[src/rtl/hilo_muldiv_pkg.sv]
// Shared encodings and constants for the HI/LO multiply/divide unit.
package hilo_muldiv_pkg;

  localparam int ITER_STEPS = 32;
  localparam int CNT_W      = $clog2(ITER_STEPS);

  typedef enum logic [2:0] {
    OP_MULT  = 3'd0,
    OP_MULTU = 3'd1,
    OP_DIV   = 3'd2,
    OP_DIVU  = 3'd3,
    OP_MTHI  = 3'd4,
    OP_MTLO  = 3'd5
  } op_e;

  typedef enum logic [1:0] {
    ST_IDLE = 2'd0,
    ST_RUN  = 2'd1,
    ST_FIN  = 2'd2
  } state_e;

  // Divide-by-zero: LO all ones, HI returns the original dividend.
  localparam logic [31:0] DIV0_LO = 32'hFFFF_FFFF;

  function automatic logic [31:0] mag32(input logic [31:0] v, input logic sgn);
    return (sgn && v[31]) ? -v : v;
  endfunction

endpackage

[src/rtl/hilo_muldiv_if.sv]
// Issue/result bundle between the EX stage and the HI/LO unit.
interface hilo_muldiv_if;
  logic        start;
  logic [2:0]  op;
  logic [31:0] rs_data;
  logic [31:0] rt_data;
  logic        cancel;
  logic        busy;
  logic        done;
  logic [31:0] hi;
  logic [31:0] lo;

  modport master (output start, op, rs_data, rt_data, cancel,
                  input  busy, done, hi, lo);
  modport slave  (input  start, op, rs_data, rt_data, cancel,
                  output busy, done, hi, lo);
endinterface

[src/rtl/hilo_muldiv_iter_core.sv]
// Iterative datapath: one shift-add (mul) or restoring shift-subtract (div) step per enable.
module muldiv_iter_core (
  input  logic        clk,
  input  logic        reset,
  input  logic        load,
  input  logic        step,
  input  logic        is_div,
  input  logic [31:0] opa,
  input  logic [31:0] opb,
  output logic [63:0] acc
);
  logic [63:0] acc_q;
  logic [31:0] opnd;
  logic        div_q;
  logic [32:0] sum;
  logic [32:0] rem;
  logic [33:0] diff;

  // Partial remainder after the left shift can need 33 bits when the divisor is above 2^31.
  always_comb begin
    sum  = {1'b0, acc_q[63:32]} + {1'b0, opnd};
    rem  = acc_q[63:31];
    diff = {1'b0, rem} - {2'b00, opnd};
  end

  always_ff @(posedge clk or negedge reset) begin
    if (!reset) begin
      acc_q <= '0;
      opnd  <= '0;
      div_q <= 1'b0;
    end else if (load) begin
      acc_q <= {32'd0, opa};
      opnd  <= opb;
      div_q <= is_div;
    end else if (step) begin
      if (div_q) begin
        if (diff[33:32] == 2'b00) acc_q <= {diff[31:0], acc_q[30:0], 1'b1};
        else                      acc_q <= {rem[31:0],  acc_q[30:0], 1'b0};
      end else begin
        if (acc_q[0]) acc_q <= {sum, acc_q[31:1]};
        else          acc_q <= {1'b0, acc_q[63:1]};
      end
    end
  end

  assign acc = acc_q;
endmodule

[src/rtl/hilo_muldiv.sv]
// MIPS HI/LO multiply/divide unit with sign fix-up and MTHI/MTLO.
// Optional HILO_FAST_MULT_EN: single-cycle MULT/MULTU, divides stay iterative.
module hilo_muldiv
  import hilo_muldiv_pkg::*;
(
  input  logic         clk,
  input  logic         reset,
  hilo_muldiv_if.slave bus
);
  state_e           state;
  logic [CNT_W-1:0] cnt;
  logic [31:0]      hi_q, lo_q, a_raw;
  logic             done_q, sa_q, sb_q, div_q, div0_q;
  logic             sgn_op, arith, iter_ok, load;
  logic [63:0]      acc, prod;
  logic [31:0]      res_hi, res_lo;

  always_comb begin
    sgn_op = ~bus.op[0];
    arith  = ~bus.op[2];
`ifdef HILO_FAST_MULT_EN
    iter_ok = arith & bus.op[1];
`else
    iter_ok = arith;
`endif
    load = (state == ST_IDLE) && bus.start && !bus.cancel && iter_ok;
  end

  muldiv_iter_core u_core (
    .clk    (clk),
    .reset  (reset),
    .load   (load),
    .step   (state == ST_RUN),
    .is_div (bus.op[1]),
    .opa    (mag32(bus.rs_data, sgn_op)),
    .opb    (mag32(bus.rt_data, sgn_op)),
    .acc    (acc)
  );

  always_comb begin
    res_hi = '0;
    res_lo = '0;
    prod   = acc;
    if (div_q) begin
      if (div0_q) begin
        res_hi = a_raw;
        res_lo = DIV0_LO;
      end else begin
        res_lo = (sa_q ^ sb_q) ? -acc[31:0]  : acc[31:0];
        res_hi = sa_q          ? -acc[63:32] : acc[63:32];
      end
    end else begin
      prod = (sa_q ^ sb_q) ? -acc : acc;
      {res_hi, res_lo} = prod;
    end
  end

`ifdef HILO_FAST_MULT_EN
  logic [63:0] fast_mag, fast_p;
  always_comb begin
    fast_mag = {32'd0, mag32(bus.rs_data, sgn_op)} * {32'd0, mag32(bus.rt_data, sgn_op)};
    fast_p   = (sgn_op && (bus.rs_data[31] ^ bus.rt_data[31])) ? -fast_mag : fast_mag;
  end
`endif

  always_ff @(posedge clk or negedge reset) begin
    if (!reset) begin
      state  <= ST_IDLE;
      cnt    <= '0;
      hi_q   <= '0;
      lo_q   <= '0;
      done_q <= 1'b0;
      sa_q   <= 1'b0;
      sb_q   <= 1'b0;
      div_q  <= 1'b0;
      div0_q <= 1'b0;
      a_raw  <= '0;
    end else begin
      done_q <= 1'b0;
      if (bus.cancel) begin
        state <= ST_IDLE;
      end else begin
        case (state)
          ST_IDLE: if (bus.start) begin
            if (iter_ok) begin
              state  <= ST_RUN;
              cnt    <= '0;
              sa_q   <= sgn_op & bus.rs_data[31];
              sb_q   <= sgn_op & bus.rt_data[31];
              div_q  <= bus.op[1];
              div0_q <= (bus.rt_data == 32'd0);
              a_raw  <= bus.rs_data;
            end
`ifdef HILO_FAST_MULT_EN
            else if (arith) begin
              {hi_q, lo_q} <= fast_p;
              done_q       <= 1'b1;
            end
`endif
            else if (bus.op == OP_MTHI) hi_q <= bus.rs_data;
            else if (bus.op == OP_MTLO) lo_q <= bus.rs_data;
          end
          ST_RUN: begin
            cnt <= cnt + 1'b1;
            if (cnt == CNT_W'(ITER_STEPS - 1)) state <= ST_FIN;
          end
          ST_FIN: begin
            hi_q   <= res_hi;
            lo_q   <= res_lo;
            done_q <= 1'b1;
            state  <= ST_IDLE;
          end
          default: state <= ST_IDLE;
        endcase
      end
    end
  end

  assign bus.busy = (state != ST_IDLE);
  assign bus.done = done_q;
  assign bus.hi   = hi_q;
  assign bus.lo   = lo_q;
endmodule
[src/flat_wrapper.sv]
// flat-port wrapper written by rule: the top's interface ports become plain ports
module hilo_muldiv_flat import hilo_muldiv_pkg::*;
  (clk, reset, bus_start, bus_op, bus_rs_data, bus_rt_data, bus_cancel, bus_busy, bus_done, bus_hi, bus_lo);
  hilo_muldiv_if bus_i ();
  input  logic clk;
  input  logic reset;
  input wire logic [$bits(bus_i.start)-1:0] bus_start;
  input wire logic [$bits(bus_i.op)-1:0] bus_op;
  input wire logic [$bits(bus_i.rs_data)-1:0] bus_rs_data;
  input wire logic [$bits(bus_i.rt_data)-1:0] bus_rt_data;
  input wire logic [$bits(bus_i.cancel)-1:0] bus_cancel;
  output wire logic [$bits(bus_i.busy)-1:0] bus_busy;
  output wire logic [$bits(bus_i.done)-1:0] bus_done;
  output wire logic [$bits(bus_i.hi)-1:0] bus_hi;
  output wire logic [$bits(bus_i.lo)-1:0] bus_lo;
  assign bus_i.start = bus_start;
  assign bus_i.op = bus_op;
  assign bus_i.rs_data = bus_rs_data;
  assign bus_i.rt_data = bus_rt_data;
  assign bus_i.cancel = bus_cancel;
  assign bus_busy = bus_i.busy;
  assign bus_done = bus_i.done;
  assign bus_hi = bus_i.hi;
  assign bus_lo = bus_i.lo;
  hilo_muldiv u_core (.clk(clk), .reset(reset), .bus(bus_i));
endmodule
[config.mk]
export PLATFORM = sky130hd
export DESIGN_NAME = hilo_muldiv_flat
export DESIGN_NICKNAME = d
export VERILOG_FILES = /design/src/rtl/hilo_muldiv_pkg.sv /design/src/rtl/hilo_muldiv_if.sv /design/src/rtl/hilo_muldiv_iter_core.sv /design/src/rtl/hilo_muldiv.sv /design/src/flat_wrapper.sv
export SDC_FILE = /design/constraint.sdc
export NUM_CORES = 1
export LEC_CHECK = 0
export BUFFER_PORTS_ARGS = -buffer_cell sky130_fd_sc_hd__buf_2
export CAP_MARGIN = 0
export CORE_ASPECT_RATIO = 0.75
export CORE_UTILIZATION = 51
export DETAILED_ROUTE_END_ITERATION = 10
export PLACE_DENSITY_LB_ADDON = 0.08
export SLEW_MARGIN = 20
export SYNTH_ARGS = -nofsm -noshare
export SYNTH_HDL_FRONTEND = slang
export SYNTH_HIERARCHICAL = 1
export SYNTH_SLANG_ARGS = --single-unit
export TNS_END_PERCENT = 50
[constraint.sdc]
create_clock -name clk -period 5 [get_ports clk]
set_clock_uncertainty 0.2 [all_clocks]
set_input_delay 0.25 -clock clk [delete_from_list [all_inputs] [get_ports clk]]
set_output_delay 0.25 -clock clk [all_outputs]
set_load 0.01 [all_outputs]
# ---- Yosys cells after proc, flatten, opt, wreduce, memory -nomap -nowiden
# Cells that the tools add are included.
# Widths: inputs -> output; s select.
dict set report op_classes {
  add_sub_neg 8
  eq_ne 14
  mux 33
  n_bitwise 6
  n_reduce_logical 18
}
# op n
set op_table {}
lappend op_table {{$mux 32} 15}
lappend op_table {{$mux 64} 6}
lappend op_table {{$neg 32->32} 4}
lappend op_table {{$pmux 32 s2} 2}
lappend op_table {{$neg 64->64} 1}
lappend op_table {{$sub 33x32->34} 1}
lappend op_table {{$add 32x32->33} 1}
lappend op_table {{$logic_not 32->1} 1}
lappend op_table {{$ne 2x2->1 const B} 6}
lappend op_table {{$mux 5} 2}
lappend op_table {{$pmux 5 s2} 1}
lappend op_table {{$mux 2} 4}
lappend op_table {{$reduce_and 4->1} 2}
lappend op_table {{$reduce_bool 2->1} 4}
lappend op_table {{$eq 3x3->1 const B} 2}
lappend op_table {{$ne 3x3->1 const B} 2}
lappend op_table {{$reduce_and 6->1} 1}
lappend op_table {{$add 5x1->5 const B} 1}
lappend op_table {{$eq 5x5->1 const B} 1}
lappend op_table {{$logic_and 1x1->1} 5}
lappend op_table {{$reduce_and 5->1} 1}
lappend op_table {{$logic_not 2->1} 2}
lappend op_table {{$pmux 2 s2} 1}
lappend op_table {{$ne 3x2->1 const B} 1}
lappend op_table {{other kinds (8)} 12}
dict set report word_totals {
  regBits 205
  in_bits 71
  out_inout_bits 66
  word_cells 92
}

# ---- Longest topological paths before layout
dict set report logic_depth {
  ltp_word 6
  depth_mapped 15
  depth_no_buf 14
}

# ---- Modules after synthesis
# Netlist, hierarchy kept.
# module instances cells_each area_each_um2
set modules_own_cells {}
lappend modules_own_cells {hilo_muldiv 1 1196 8753.4}
lappend modules_own_cells {muldiv_iter_core 1 1035 8331.7}

# ---- Least setup slack after synthesis
# Ideal clock, no wire load.
dict set report synth_timing {
  kind {register -> register}
  from {register u_core.u_core.acc_q[32] (netlist: u_core/u_core/acc[32])}
  to {register u_core.u_core.acc_q[57] (netlist: u_core/u_core/acc[57])}
  setup_time_ns 0.126
  arrival_time_ns 3.241
  setup_slack_ns 1.433
  path_stages_with_launch 14
  n_path_buf 0
  cell_sequence {dfrtp_1 -> ha_1 -> inv_1 -> fa_1 -> nor2b_1 -> o31a_1 -> o21ai_2 -> o31a_1 -> o311ai_2 -> a21oi_1 -> o21bai_1 -> xor2_1 -> mux2_2 -> a221o_1}
}
dict set report synth_between {
  elab_chain_len 6
}
# item line
set synth_rtl {}
lappend synth_rtl {{start, declared} hilo_muldiv_iter_core.sv:12} ;# logic [63:0] acc_q;
lappend synth_rtl {{start signal, assigned} hilo_muldiv_iter_core.sv:32} ;# acc_q <= {32'd0, opa};
lappend synth_rtl {{start signal, assigned} hilo_muldiv_iter_core.sv:37} ;# if (diff[33:32] == 2'b00) acc_q <= {diff[31:0], acc_q[30:0], 1'b1};
lappend synth_rtl {{start signal, assigned} hilo_muldiv_iter_core.sv:38} ;# else acc_q <= {rem[31:0], acc_q[30:0], 1'b0};
lappend synth_rtl {{$sub 33x32->34} hilo_muldiv_iter_core.sv:23} ;# diff = {1'b0, rem} - {2'b00, opnd};
lappend synth_rtl {{$logic_not 2->1} hilo_muldiv_iter_core.sv:37}
lappend synth_rtl {{$mux 64} hilo_muldiv_iter_core.sv:37}
lappend synth_rtl {{$mux 64 (*)} hilo_muldiv_iter_core.sv:36} ;# if (div_q) begin
lappend synth_rtl {{$mux 64 (*)} hilo_muldiv_iter_core.sv:35} ;# end else if (step) begin
lappend synth_rtl {{$mux 64 (*)} hilo_muldiv_iter_core.sv:31} ;# end else if (load) begin
# Every way passes the cells marked *; elsewhere a longest branch is shown, timed or not. The select of a mux whose other input is x is not followed.
# A chain may end at the register's enable or synchronous reset.

# ---- Worst setup path after layout
# Ends and elaborated chain as after synthesis.

==> flow_summary.toml <==
[global_routing]
grt_antenna_before_repair = 1
overflow = 0
grt_max_degree = 109
grt_use_total_pct = 39.21
grt_pass1_wl_um = 102900
grt_pass1_vias = 16922

[timing]
fin_ws_ps = 825.5
setup_violations = 0
rsz0062_at_grt = "no"
fin_crit_ps = 4175
post-route-period-util_pct = 83.49
fmax_mhz = 239.5
slew_headroom_pct = 26.58
slew_viol_final = 0
worst_pin_slew_ps = 1101
finalHoldViolations = 0
tns_ps = 0

[clock_tree]
cts_root_buffer = "clkbuf_16"
post_cts_resize_count = 0
cts_tree = "yes"
cts_htree_levels = 1
numClockSinks = 205
numCtsBuffers = 24
cts.path.max_buffers = 3
clk_latency_ps = 560
path_clk_slew_ps = 70

[power_and_ir_drop]
p_comb_share_pct = 56.4
power_density_nw_per_um2 = 542.5
finalPower_mw = 10.72
p_sw_share_pct = 48.84
peakVddDrop_v = 0.0003502
power_frac_seq_pct = 26.3
p_switching_mw = 5.235
intPower_mw = 5.484
power_frac_clock_pct = 17.3
p_leak_nw = 8.754

[detailed_routing]
drt_drc_violations_left = 0
routed_via_density = 6.510
routedWlPerCell_um = 23.77
wirelength_um = 67400
num_vias = 18461
wl_met2_um = 26650
dr.pass1.iters = 6
wl_met1_um = 30980
met3_length_um = 8181
ant_nets = 0
routed.top_layer = "met5"
drtIter0Drc = 2564

[floorplanning]
initial_utilization_pct = 52.31
die_area_um2 = 34240
num_rows = 57
core_um2 = 32660
io_pins = 137
die_h_um = 160.5
die_w_um = 213.3

[layout]
fillerInstances = 3016
seq_area_um2 = 5131
multi_input_comb_area_um2 = 11110
finalNetCount = 2520
antenna_cells = 0
final_layout_size_suffix_gt1_share_pct = 11.53
areaGrowthSynthToFinish_pct = 15.64

[placed_design]
io_buffers = 136
preCtsSetupSlack_ps = 931.4
gp_congestion = 1.024
hpwl_um = 48880

[run]
maxCapViolations = 0

[logic_synthesis]
yosys.area.top_type = "dfrtp_1"
synthArstFlopShare_pct = 100.0
ys_seq_area_share_pct = 30.03
yosysTopAreaCellShare_pct = 30.03
ys_ff_latch = 205
synth_fp_nets = 2374
synthTopCellsByArea = "dfrtp_1, nand2_1, o21ai_0"
synth_enable_flop_cells = 0
synth_flop_cell = "dfrtp_1"
yosysWarnings = 6
syn_area_per_cell_um2 = 7.658
ys_types = 93
syn_inst = 2231
syn_area_um2 = 17090

[hold_path]
holdCritPathClass = "primary input to flop"

[status]
status = "completed"

[worst_setup_path]
end_kind = "flop"
cp_max_fo = 12
crit_arrival_ps = 4420
worstSetupPathType = "flop to flop"
worst_setup_path_start_kind = "flop"
worstPathRequired_ps = 5240
## placed cells by master (no fill, tap or decap), drive strengths merged, types with 70 or more instances in the layout
master       netlist  layout
xnor2             77      77
buf               19     188
xor2              75      75
ha                70      70
dfrtp            205     205
o21ai            214     214
inv               83      84
a21oi            192     192
dlygate4sd3        0      72
nand2            329     329
nor2             196     196
## power groups by stage
| stage | registers, mW | clock network (mW) | logic [mW] |
|---|---|---|---|
| CTS | 2.79 | 1.87 | 5.87 |
| detailed placement | 2.81 | 0 | 5.79 |
| finish | 2.82 | 1.85 | 6.04 |
| global route | 2.86 | 1.94 | 6.57 |
| global placement | 2.79 | 0 | 5.73 |
| floorplan | 2.58 | 0 | 4.14 |
## per-stage QoR
stage	hold slack, ps	area [um^2]	util (%)	std cells
after floorplan	-245.6	17090	-	2231
after CTS	33.36	19760	60.49	2836
after global routing	63.71	19760	60.49	2836
after detailed placement	186.8	18230	55.81	2721
after global placement	190.3	18230	55.81	2721
final	33.13	19760	60.49	2836
## cell usage after synthesis, drive strengths merged (19+ instances only)
library cell  number
a21o              20
a21oi            192
a31oi             23
and3              21
buf               19
clkbuf           121
dfrtp            205
ha                70
inv               83
mux2i             62
nand2            329
nand2b            19
nand3             54
nand4             23
nor2             196
nor2b             22
nor3              67
nor4              22
o211ai            22
o21ai            214
o22ai             41
o31ai             21
xnor2             77
xor2              75
## critical path, stage by stage, from the launching register on
cell      delay, ps
dfrtp_1         610
ha_1            240
inv_1            50
fa_1            370
nor2b_1         210
o31a_1          230
o21ai_2         130
o31a_1          390
o311ai_2        480
a21oi_1         260
o21bai_1        230
xor2_1           90
mux2_2          260
a221o_1         320
## sequential cells by signal (all words and copies together), names as in the netlist
signal               count
u_core/u_core/acc       64
u_core/a_raw            32
u_core/bus.hi           32
u_core/bus.lo           32
u_core/u_core/opnd      32
u_core/cnt               5
u_core/state             2
u_core/bus.done          1
u_core/div0_q            1
u_core/div_q             1
u_core/sa_q              1
u_core/sb_q              1
u_core/u_core/div_q      1
## worst paths after layout
| kind | from | to | slack, ps | depth (start not counted) |
|---|---|---|---|---|
| worst max-delay path | u_core/u_core/acc[32]$_DFFE_PN0P_ | u_core/u_core/acc[57]$_DFFE_PN0P_ | 830 | 13 |
| worst min-delay path | bus_rt_data[1] | u_core/u_core/opnd[1]$_DFFE_PN0P_ | 30 | 5 |
| worst max register to register | u_core/u_core/acc[32]$_DFFE_PN0P_ | u_core/u_core/acc[57]$_DFFE_PN0P_ | 830 | 13 |
| worst min register to register | u_core/a_raw[26]$_DFFE_PN0P_ | u_core/a_raw[26]$_DFFE_PN0P_ | 280 | 2 |
| max in group asynchronous | reset | u_core/bus.lo[17]$_DFFE_PN0P_ | 3310 | 3 |
| min in group asynchronous | reset | u_core/u_core/opnd[7]$_DFFE_PN0P_ | 180 | 2 |
## final cells by class
class | instances | area share [%]
Clock buffer | 34 | 3.534
Timing Repair Buffer | 260 | 9.246
Sequential cell | 205 | 25.97
Multi-Input combinational cell | 1799 | 56.23
Tap cell | 442 | 2.799
Clock inverter | 9 | 0.5509
Inverter | 87 | 1.666
## per-layer routing
metal,vias to the layer above,global-route usage [%]
met5,-,0
met4,2,8.734
met3,108,10.75
met2,1099,53.17
met1,8901,60.65
li1,8351,-
## cells by family (layout without fill, tap and decap cells)
| kind of cell | after synthesis | count (layout) | share of synthesized area (%) |
|---|---|---|---|
| simple gates | 808 | 808 | 21.74 |
| flops | 205 | 205 | 30.03 |
| mux | 69 | 69 | 4.167 |
| xor+xnor | 152 | 152 | 7.792 |
| fa+ha+maj | 72 | 72 | 5.361 |
| compound gates | 698 | 698 | 25.75 |
| buf+inv | 227 | 390 | 5.163 |
## timing repair
item | 4_1_cts | 5_1_grt
hold buffers | 72 | 0
hold endpoints to repair | 239 | 0
setup buffers | 0 | 0
(Power assumes the default switching activity.)
